==> src/rtl/pipe_stage_pkg.sv <==
// Shared definitions for the generic pipeline-stage register: default widths,
// control-bundle bit offsets and a helper that packs the control struct.
package pipe_stage_pkg;

    localparam int DATA_W_DEFAULT = 32;
    localparam int CTRL_W_DEFAULT = 9;

    // Control-bundle bit offsets (WB + M controls).
    localparam int CTRL_REGWRITE     = 0;
    localparam int CTRL_MEMTOREG_LSB = 1;
    localparam int CTRL_MEMTOREG_MSB = 2;
    localparam int CTRL_HALT         = 3;
    localparam int CTRL_MEMREAD      = 4;
    localparam int CTRL_MEMWRITE     = 5;
    localparam int CTRL_LONG_LSB     = 6;
    localparam int CTRL_LONG_MSB     = 7;
    localparam int CTRL_MEMSIGN      = 8;

    typedef struct packed {
        logic       memsign;
        logic [1:0] long_op;
        logic       memwrite;
        logic       memread;
        logic       halt;
        logic [1:0] memtoreg;
        logic       regwrite;
    } ctrl_bundle_t;

    // Places each named control field at its documented bit position.
    function automatic logic [CTRL_W_DEFAULT-1:0] ctrl_pack(input ctrl_bundle_t b);
        logic [CTRL_W_DEFAULT-1:0] r;
        r = '0;
        r[CTRL_REGWRITE]                         = b.regwrite;
        r[CTRL_MEMTOREG_MSB:CTRL_MEMTOREG_LSB]   = b.memtoreg;
        r[CTRL_HALT]                             = b.halt;
        r[CTRL_MEMREAD]                          = b.memread;
        r[CTRL_MEMWRITE]                         = b.memwrite;
        r[CTRL_LONG_MSB:CTRL_LONG_LSB]           = b.long_op;
        r[CTRL_MEMSIGN]                          = b.memsign;
        return r;
    endfunction

endpackage

==> src/rtl/pipe_stage_reg_if.sv <==
// Valid/ready beat channel carrying a packed payload and a control bundle.
// master drives the beat, slave drives ready.
interface pipe_stage_reg_if
    import pipe_stage_pkg::*;
#(
    parameter int DATA_W = DATA_W_DEFAULT,
    parameter int CTRL_W = CTRL_W_DEFAULT
);
    logic              valid;
    logic              ready;
    logic [DATA_W-1:0] data;
    logic [CTRL_W-1:0] ctrl;

    modport master (output valid, output data, output ctrl, input  ready);
    modport slave  (input  valid, input  data, input  ctrl, output ready);
endinterface

==> src/rtl/pipe_stage_slot.sv <==
// One storage entry (valid + data + ctrl) updated on the falling clock edge.
// Flush beats load; clear and flush both keep the data and zero the control.
module pipe_stage_slot
    import pipe_stage_pkg::*;
#(
    parameter int DATA_W = DATA_W_DEFAULT,
    parameter int CTRL_W = CTRL_W_DEFAULT
) (
    input  logic              clk,
    input  logic              rst,
    input  logic              i_load,
    input  logic              i_clear,
    input  logic              i_flush,
    input  logic [DATA_W-1:0] i_data,
    input  logic [CTRL_W-1:0] i_ctrl,
    output logic              o_valid,
    output logic [DATA_W-1:0] o_data,
    output logic [CTRL_W-1:0] o_ctrl
);

    logic              r_valid;
    logic [DATA_W-1:0] r_data;
    logic [CTRL_W-1:0] r_ctrl;

    // Entry register: flush wins, then load, then clear.
    always_ff @(negedge clk or negedge rst) begin
        if (!rst) begin
            r_valid <= 1'b0;
            r_data  <= '0;
            r_ctrl  <= '0;
        end else if (i_flush) begin
            r_valid <= 1'b0;
            r_ctrl  <= '0;
        end else if (i_load) begin
            r_valid <= 1'b1;
            r_data  <= i_data;
            r_ctrl  <= i_ctrl;
        end else if (i_clear) begin
            r_valid <= 1'b0;
            r_ctrl  <= '0;
        end
    end

    assign o_valid = r_valid;
    assign o_data  = r_data;
    assign o_ctrl  = r_ctrl;

endmodule

==> src/rtl/pipe_stage_reg.sv <==
// Generic pipeline-stage register with valid/ready handshake and flush.
// Main slot M drives the outputs. With PIPE_STAGE_SKID_EN defined a skid slot
// S is added so o_ready is a registered !S.valid; otherwise ready is passed
// through combinationally and the stage holds a single beat.
module pipe_stage_reg
    import pipe_stage_pkg::*;
#(
    parameter int DATA_W = DATA_W_DEFAULT,
    parameter int CTRL_W = CTRL_W_DEFAULT
) (
    input  logic              clk,
    input  logic              rst,
    pipe_stage_reg_if.slave   up,
    pipe_stage_reg_if.master  dn,
    input  logic              i_flush,
    output logic [1:0]        o_occupancy
);

    logic              w_m_valid;
    logic [DATA_W-1:0] w_m_data;
    logic [CTRL_W-1:0] w_m_ctrl;
    logic              w_m_load;
    logic              w_m_clear;
    logic [DATA_W-1:0] w_m_src_data;
    logic [CTRL_W-1:0] w_m_src_ctrl;
    logic              w_up_ready;
    logic              w_in_xfer;
    logic              w_out_xfer;

    assign w_in_xfer  = up.valid && w_up_ready;
    assign w_out_xfer = w_m_valid && dn.ready;

`ifdef PIPE_STAGE_SKID_EN
    logic              w_s_valid;
    logic [DATA_W-1:0] w_s_data;
    logic [CTRL_W-1:0] w_s_ctrl;
    logic              w_s_load;
    logic              w_s_clear;

    // S can only be full when M is full, so !S.valid is a registered ready.
    assign w_up_ready = !w_s_valid;

    // Slot control: refill M from S first to keep FIFO order, else from input.
    always_comb begin
        w_m_load     = 1'b0;
        w_m_clear    = 1'b0;
        w_s_load     = 1'b0;
        w_s_clear    = 1'b0;
        w_m_src_data = up.data;
        w_m_src_ctrl = up.ctrl;
        if (!w_m_valid) begin
            w_m_load = w_in_xfer;
        end else if (w_out_xfer) begin
            if (w_s_valid) begin
                w_m_load     = 1'b1;
                w_m_src_data = w_s_data;
                w_m_src_ctrl = w_s_ctrl;
                w_s_clear    = 1'b1;
            end else if (w_in_xfer) begin
                w_m_load = 1'b1;
            end else begin
                w_m_clear = 1'b1;
            end
        end else if (w_in_xfer) begin
            w_s_load = 1'b1;
        end
    end

    pipe_stage_slot #(.DATA_W(DATA_W), .CTRL_W(CTRL_W)) u_slot_s (
        .clk     (clk),
        .rst     (rst),
        .i_load  (w_s_load),
        .i_clear (w_s_clear),
        .i_flush (i_flush),
        .i_data  (up.data),
        .i_ctrl  (up.ctrl),
        .o_valid (w_s_valid),
        .o_data  (w_s_data),
        .o_ctrl  (w_s_ctrl)
    );

    assign o_occupancy = {1'b0, w_m_valid} + {1'b0, w_s_valid};
`else
    // Single entry: accept whenever M is empty or is leaving this cycle.
    assign w_up_ready = !w_m_valid || dn.ready;

    // Slot control: load on every accepted beat, empty when a beat leaves alone.
    always_comb begin
        w_m_load     = w_in_xfer;
        w_m_clear    = w_out_xfer && !w_in_xfer;
        w_m_src_data = up.data;
        w_m_src_ctrl = up.ctrl;
    end

    assign o_occupancy = {1'b0, w_m_valid};
`endif

    pipe_stage_slot #(.DATA_W(DATA_W), .CTRL_W(CTRL_W)) u_slot_m (
        .clk     (clk),
        .rst     (rst),
        .i_load  (w_m_load),
        .i_clear (w_m_clear),
        .i_flush (i_flush),
        .i_data  (w_m_src_data),
        .i_ctrl  (w_m_src_ctrl),
        .o_valid (w_m_valid),
        .o_data  (w_m_data),
        .o_ctrl  (w_m_ctrl)
    );

    assign up.ready = w_up_ready;
    assign dn.valid = w_m_valid;
    assign dn.data  = w_m_data;
    // Bubbles carry no control, so a squashed slot can never write state.
    assign dn.ctrl  = w_m_ctrl & {CTRL_W{w_m_valid}};

endmodule

==> src/flat_wrapper.sv <==
// flat-port wrapper written by rule: the top's interface ports become plain ports
module pipe_stage_reg_flat import pipe_stage_pkg::*;
#(
    parameter int DATA_W = DATA_W_DEFAULT,
    parameter int CTRL_W = CTRL_W_DEFAULT
)
  (clk, rst, i_flush, o_occupancy, up_valid, up_data, up_ctrl, up_ready, dn_valid, dn_data, dn_ctrl, dn_ready);
  pipe_stage_reg_if #(.DATA_W(DATA_W), .CTRL_W(CTRL_W)) up_i ();
  pipe_stage_reg_if #(.DATA_W(DATA_W), .CTRL_W(CTRL_W)) dn_i ();
  input  logic clk;
  input  logic rst;
  input  logic i_flush;
  output logic [1:0] o_occupancy;
  input wire logic [$bits(up_i.valid)-1:0] up_valid;
  input wire logic [$bits(up_i.data)-1:0] up_data;
  input wire logic [$bits(up_i.ctrl)-1:0] up_ctrl;
  output wire logic [$bits(up_i.ready)-1:0] up_ready;
  output wire logic [$bits(dn_i.valid)-1:0] dn_valid;
  output wire logic [$bits(dn_i.data)-1:0] dn_data;
  output wire logic [$bits(dn_i.ctrl)-1:0] dn_ctrl;
  input wire logic [$bits(dn_i.ready)-1:0] dn_ready;
  assign up_i.valid = up_valid;
  assign up_i.data = up_data;
  assign up_i.ctrl = up_ctrl;
  assign up_ready = up_i.ready;
  assign dn_valid = dn_i.valid;
  assign dn_data = dn_i.data;
  assign dn_ctrl = dn_i.ctrl;
  assign dn_i.ready = dn_ready;
  pipe_stage_reg #(.DATA_W(DATA_W), .CTRL_W(CTRL_W)) u_core (.clk(clk), .rst(rst), .up(up_i), .dn(dn_i), .i_flush(i_flush), .o_occupancy(o_occupancy));
endmodule
==> config.mk <==
export PLATFORM = sky130hd
export DESIGN_NAME = pipe_stage_reg_flat
export DESIGN_NICKNAME = d
export VERILOG_FILES = /design/src/rtl/pipe_stage_pkg.sv /design/src/rtl/pipe_stage_reg_if.sv /design/src/rtl/pipe_stage_slot.sv /design/src/rtl/pipe_stage_reg.sv /design/src/flat_wrapper.sv
export SDC_FILE = /design/constraint.sdc
export NUM_CORES = 1
export LEC_CHECK = 0
export CAP_MARGIN = 10
export CORE_UTILIZATION = 35
export DETAILED_ROUTE_END_ITERATION = 16
export PLACE_DENSITY = 0.71
export REMOVE_ABC_BUFFERS = 1
export SYNTH_ARGS = -nofsm -noshare
export SYNTH_HDL_FRONTEND = slang
export SYNTH_SLANG_ARGS = --single-unit
==> constraint.sdc <==
create_clock -name clk -period 3.15 [get_ports clk]
set_clock_uncertainty 0.05 [all_clocks]
set_input_delay 0.7875 -clock clk [delete_from_list [all_inputs] [get_ports clk]]
set_output_delay 0.7875 -clock clk [all_outputs]
set_load 0.05 [all_outputs]
# Word level (Yosys, flattened, before mapping)
# Index checks and enable logic that the tools add are counted.
# word_totals
memories,0
mem_bits_ro,0
regBits,42
input_bits,46
word_cells,19
latchBits,0
ramBits,0
# op_classes
n_eq_ne,0
magnitude_cmp,0
shift,0
div,0
n_mul,0
muxes,6
bitwise,2
n_reduce_logical,8
addsub,0
# ops
cell,count
two-way mux 9 bit,3
bitwise AND 9 bit,1
logical AND 1 bit,3
two-way mux 1 bit,3
nonzero test 3 bit,1
zero test 1 bit,2
AND reduction 2 bit,1
logical OR 1 bit,1
inverter 1 bit,1

# Longest topological paths before layout
# Gate-level depths: netlist (run 1).
# logic_depth
word_depth,8
ltp_mapped,5
mapped_depth_nobuf,4

# By module
# A second synthesis (run 1) with hierarchy kept.
# hier_totals
hier_cells,130
hier_area_um2,1939.4
# by_module_without_submodules
mod,instances,cells_each,seq_area_each_um2,area_each_um2
pipe_stage_slot,1,113,1051.0,1836.8
pipe_stage_reg,1,17,0.0,102.6

==> impl_metrics.json, run 1 <==
{
  "die_y_um": 74.74,
  "critPathRequiredTime_ns": 2.31,
  "status": "finished with violations",
  "yosysTopAreaCellShare_pct": 56.76,
  "grtUsageTotal_pct": 19.45,
  "netlist_area_mm2": 0.001852,
  "grt_antenna_before_repair": 0,
  "top_layer": "met4",
  "die_w_um": 74.74,
  "finalHoldViolCount": 0,
  "io_buffers": 89,
  "path_buf_inv": 3,
  "r2r_cells": 8,
  "clk_pin_slew_worst_paths_ns": 0.05,
  "io_pins": 91,
  "htree_levels": 2,
  "seq_area_mm2": 0.001051,
  "switchingPower_uw": 661.5,
  "wl_met1_mm": 2.040,
  "drt-total-wl_mm": 5.090,
  "rows": 26,
  "detail_route.wl_per_cell_um": 15.71,
  "nFillCells": 342,
  "dpl.hpwl_mm": 3.332,
  "preCtsSetupSlack_ns": -0.8574,
  "dieArea_mm2": 0.005585,
  "crit_path_max_incr_delay_ns": 0.47,
  "critPathTopFamily": "flip-flops",
  "min_from": "u_core.u_slot_m.o_data[10]",
  "yosysWarnings": 0,
  "cp-end-kind": "primary output",
  "root_buffer": "clkbuf_8",
  "p_int_uw": 1288,
  "p_sw_share_pct": 33.93,
  "whs_path_depth": 1,
  "num_vias": 1548,
  "dr_wl_met3_um": 477,
  "cellLeakagePower_uw": 0.001713,
  "netlist_instances": 136,
  "multi_input_area_um2": 865.8,
  "wl_met2_mm": 2.547,
  "drive_gt1_share_pct": 54.33,
  "sequentialPowerShare_pct": 36.5,
  "num-nets-final": 300,
  "synthTopCellsByArea": "dfrtn_1, mux2_2, mux2i_1",
  "peakVddDrop_uv": 332.1,
  "place_inst": 302,
  "cts.path.max_buffers": 2,
  "hold_class": "reg -> reg",
  "p_clk_share_pct": 16.4,
  "yosys.area.top_type": "dfrtn_1",
  "drc_errors": 0,
  "cpMaxStageDelayCell": "dfrtn_1",
  "antennaDiodeCount": 0,
  "grt_pass1_wl_mm": 7.962,
  "rsz0062_at_grt": "yes",
  "combinationalPowerShare_pct": 47.1,
  "r2r_setup_slack_ns": 1.25,
  "p_per_area_mw_per_mm2": 516.8,
  "areaGrowthSynthToFinish_pct": 103.7,
  "drv_slew": 0,
  "maxCapViolations": 0,
  "grt_max_degree": 43,
  "min_to": "u_core.u_slot_m.o_data[10]",
  "failed_checks": "negative setup slack",
  "grt_overflow_total": 0,
  "crit_type": "reg -> out",
  "crit_fanout": 3,
  "routed_via_density": 4.778,
  "setup_viol": 76,
  "r2r_start": "u_core.u_slot_m.o_valid",
  "clock-sinks": 42,
  "fin_ws_ns": -0.4867,
  "gp_congestion": 0.6844,
  "worstSetupStartpointType": "register",
  "first_pass_iters": 4,
  "ant_nets": 0,
  "grt_pass1_vias": 1668,
  "power_uw": 1949,
  "ys_seq_elements": 42,
  "ys_types": 18,
  "final-instance-count-excl-fill": 324,
  "start_util_pct": 36.26,
  "cts_buffers": 5,
  "syn_area_per_cell_um2": 13.62,
  "clk_latency_ns": 0.29,
  "core_mm2": 0.005107,
  "path_cells": "nor2b_4, buf_6, inv_4, buf_8",
  "cp_data_arrival_time_ns": 2.80,
  "first_iter_violations": 54,
  "cts_tree": "built",
  "worstReg2RegEnd": "u_core.u_slot_m.o_data[31]",
  "ys_seq_area_share_pct": 56.76
}
worst max-delay path by stage:
stage,start,to,slack (ns),depth (start not counted)
after global placement,dn_ready,u_core.u_slot_m.o_data[2],-0.86,5
after CTS,u_core.u_slot_m.o_valid,dn_ctrl[2],-0.53,3
after global routing,u_core.u_slot_m.o_valid,up_ready,-0.54,4
final,u_core.u_slot_m.o_valid,up_ready,-0.49,4
after floorplan,u_core.u_slot_m.o_valid,up_ready,-1.11,2
after detailed placement,dn_ready,u_core.u_slot_m.o_data[10],-0.86,5
stage by stage:
step	TNS [ns]	hold slack (ns)	util, %	cell area [um2]
2_1_floorplan	-35.49	0.4365	-	1774
3_3_place_gp	-34.66	0.4651	65.07	3323
3_5_place_dp	-35.00	0.4730	65.07	3323
4_1_cts	-18.75	0.4749	72.27	3691
5_1_grt	-23.63	0.4885	73.86	3772
6_report	-20.43	0.4713	73.86	3772
layout make-up:
cell class	instances	area share [%]
inverter	1	0.1658
timing repair buffer	122	44.68
tap	70	2.322
clock buffer	7	2.023
multi-input combinational	82	22.95
sequential	42	27.86
per-layer routing:
metal / vias up / GRT usage [%]
li1: 710 / -
met3: 2 / 9.371
met2: 74 / 30.73
met1: 762 / 23.84
met4: 0 / 5.241
met5: - / 0
registers in the layout, summed over array words and instances, names as in the netlist:
register,count
u_core.u_slot_m.o_ctrl,9
u_core.u_slot_m.o_data,32
u_core.u_slot_m.o_valid,1
cell families (layout without fill, tap and decap cells):
logic type / Yosys count / count (layout) / share of synthesized area [%]
flip-flops: 42 / 42 / 56.76
multiplexers: 40 / 40 / 23.78
AND/OR/NAND/NOR: 23 / 23 / 8.378
AO/OA/AOI/OAI: 18 / 18 / 6.486
buffers and inverters: 12 / 130 / 4.391
other: 1 / 1 / 0.2025
what timing repair did:
action | in CTS | in global routing
pin swaps | 1 | 1
setup buffers | 8 | 7
setup endpoints to repair | 86 | 84
gates cloned | 3 | 1
hold buffers | 0 | 0
resized for setup | 60 | 21
power groups by stage:
stage | logic, uW | registers (uW) | clock network, uW
3_5_place_dp | 827 | 717 | 0
2_1_floorplan | 122 | 933 | 0
3_3_place_gp | 818 | 713 | 0
4_1_cts | 907 | 710 | 335
6_report | 918 | 711 | 320
5_1_grt | 954 | 721 | 362
placed cells by master (no fill, tap or decap), drive strengths merged:
cell type	n
clkbuf	9
inv	1
and2	9
mux2i	8
nor2b	1
dfrtn	42
a21oi	9
or2	8
clkdlybuf4s50	41
clkdlybuf4s15	1
mux2	32
conb	1
nor3b	1
buf	78
nor2	3
a32oi	8
o21ai	1
nand3	1
Yosys cell counts:
cell type	instances
nor3b_4	1
clkbuf_1	3
buf_2	2
dfrtn_1	42
a32oi_1	8
buf_4	3
nand3_1	1
mux2i_1	8
nor2_1	3
mux2_2	32
a21oi_1	9
o21ai_0	1
or2_2	8
nor2b_4	1
buf_6	3
conb_1	1
inv_1	1
and2_1	9
(Power assumes the default switching activity.)
==> inputs of run 2 (changes only) <==
--- a/config.mk
+++ b/config.mk
@@ -6,6 +6,7 @@
 export NUM_CORES = 1
 export LEC_CHECK = 0
 export CAP_MARGIN = 10
+export CORE_MARGIN = 5
 export CORE_UTILIZATION = 35
 export DETAILED_ROUTE_END_ITERATION = 16
 export PLACE_DENSITY = 0.71
==> impl_metrics.json, run 2 (synthesis results as in run 1) <==
{
  "seq_area_mm2": 0.001051,
  "largest_reg_flops": 32,
  "crit_type": "reg -> out",
  "critPathRequiredTime_ns": 2.31,
  "cellLeakagePower_uw": 0.001743,
  "finalHoldViolCount": 0,
  "dpl.hpwl_mm": 3.706,
  "io_pins": 91,
  "min_from": "u_core.u_slot_m.o_data[16]",
  "io_buffers": 89,
  "grt_antenna_before_repair": 0,
  "rows": 26,
  "die_y_um": 82.74,
  "rsz0062_at_grt": "yes",
  "die_w_um": 82.74,
  "cts.path.max_buffers": 2,
  "cts_buffers": 5,
  "r2r_start": "u_core.u_slot_m.o_valid",
  "failed_checks": "negative setup slack",
  "fin_ws_ns": -0.5341,
  "whs_path_depth": 1,
  "final_common_cell": "buf_12",
  "detail_route.wl_per_cell_um": 17.60,
  "num_vias": 1563,
  "gp_congestion": 0.7539,
  "maxCapViolations": 0,
  "dieArea_mm2": 0.006845,
  "cp-startpoint": "u_core.u_slot_m.o_valid",
  "drt-total-wl_mm": 5.737,
  "clk_latency_ns": 0.29,
  "hold_class": "reg -> reg",
  "grtUsageTotal_pct": 17.44,
  "core_mm2": 0.005107,
  "peakVddDrop_uv": 421.0,
  "worstSetupStartpointType": "register",
  "grt_overflow_total": 0,
  "worstReg2RegEnd": "u_core.u_slot_m.o_data[4]",
  "routed_via_density": 4.794,
  "clock-sinks": 42,
  "min_to": "u_core.u_slot_m.o_data[16]",
  "preCtsSetupSlack_ns": -0.8276,
  "clk_pin_slew_worst_paths_ns": 0.05,
  "power_uw": 1981,
  "antennaDiodeCount": 0,
  "cp_data_arrival_time_ns": 2.85,
  "setup_viol": 77,
  "cp-end-kind": "primary output",
  "root_buffer": "clkbuf_8",
  "areaGrowthSynthToFinish_pct": 107.1,
  "first_pass_iters": 4,
  "status": "finished with violations",
  "crit_fanout": 10,
  "hold-worst-slack_ns": 0.4706,
  "cts_hold_buf": 0,
  "grt_pass1_vias": 1712,
  "r2r_cells": 7,
  "start_util_pct": 36.26,
  "final_cell_mix": "buf_12, dfrtn_1, clkdlybuf4s50_1",
  "r2r_setup_slack_ns": 1.42,
  "htree_levels": 2,
  "multi_input_area_um2": 865.8,
  "first_iter_violations": 29,
  "grt_pass1_wl_mm": 8.776,
  "p_per_area_mw_per_mm2": 516.6,
  "num-nets-final": 302,
  "drv_slew": 0,
  "cts_tree": "built",
  "drive_gt1_share_pct": 55.08,
  "ant_nets": 0,
  "grt_max_degree": 43,
  "drc_errors": 0,
  "nFillCells": 326
}
## run 2: changes by cell type in the layout (fill, tap and decap cells not counted), sizes merged
cell,previous run,this run
buf,78,82
clkdlybuf4s15,1,0
clkbuf,9,7
bufbuf,0,1
## run 2: final cells by class
type	count	share of cell area [%]
multi-input cells	82	22.58
repair buffers	124	45.58
inverters	1	0.1631
clock buffers	7	1.990
flip-flops and latches	42	27.41
well taps	70	2.284
## run 2: repair_timing
action                                  in CTS  in global routing
pin swaps                                    1                  1
gates cloned                                 5                  0
buffers inserted                            11                  5
endpoints found under the setup margin      86                 77
resized for setup                           72                  5
## run 2: layer usage
metal / GRT usage, % / wire length, um / vias to the layer above
li1: - / - / 716
met1: 20.88 / 2265 / 776
met2: 29.09 / 2824 / 69
met3: 7.158 / 622 / 2
met4: 4.412 / 24 / 0
met5: 0 / 0 / -
## run 2: through the flow
stage	cells	utilization (%)	area (um2)	TNS [ns]
final	326	75.09	3835	-17.04
after global routing	326	75.09	3835	-19.70
after CTS	324	74.91	3826	-14.68
after detailed placement	301	65.16	3328	-34.13
after global placement	301	65.16	3328	-33.17
after floorplan	125	-	1774	-35.49
## run 2: worst max path at each step
stage	endpoint	cells after the start	slack, ns
2_1_floorplan	up_ready	2	-1.11
3_3_place_gp	u_core.u_slot_m.o_data[5]	5	-0.81
3_5_place_dp	u_core.u_slot_m.o_data[23]	5	-0.83
4_1_cts	up_ready	5	-0.54
5_1_grt	o_occupancy[0]	3	-0.58
6_report	o_occupancy[0]	3	-0.53
## run 2: worst max-delay path: stages (launching register included)
cell,delay [ns]
dfrtn_1,0.44
buf_6,0.14
bufbuf_16,0.27
buf_12,0.13
## run 2: where the power goes
part	total [uW]	internal, uW	switching, uW
clock network	327	153	174
logic	943	524	419
registers	712	628	84.0
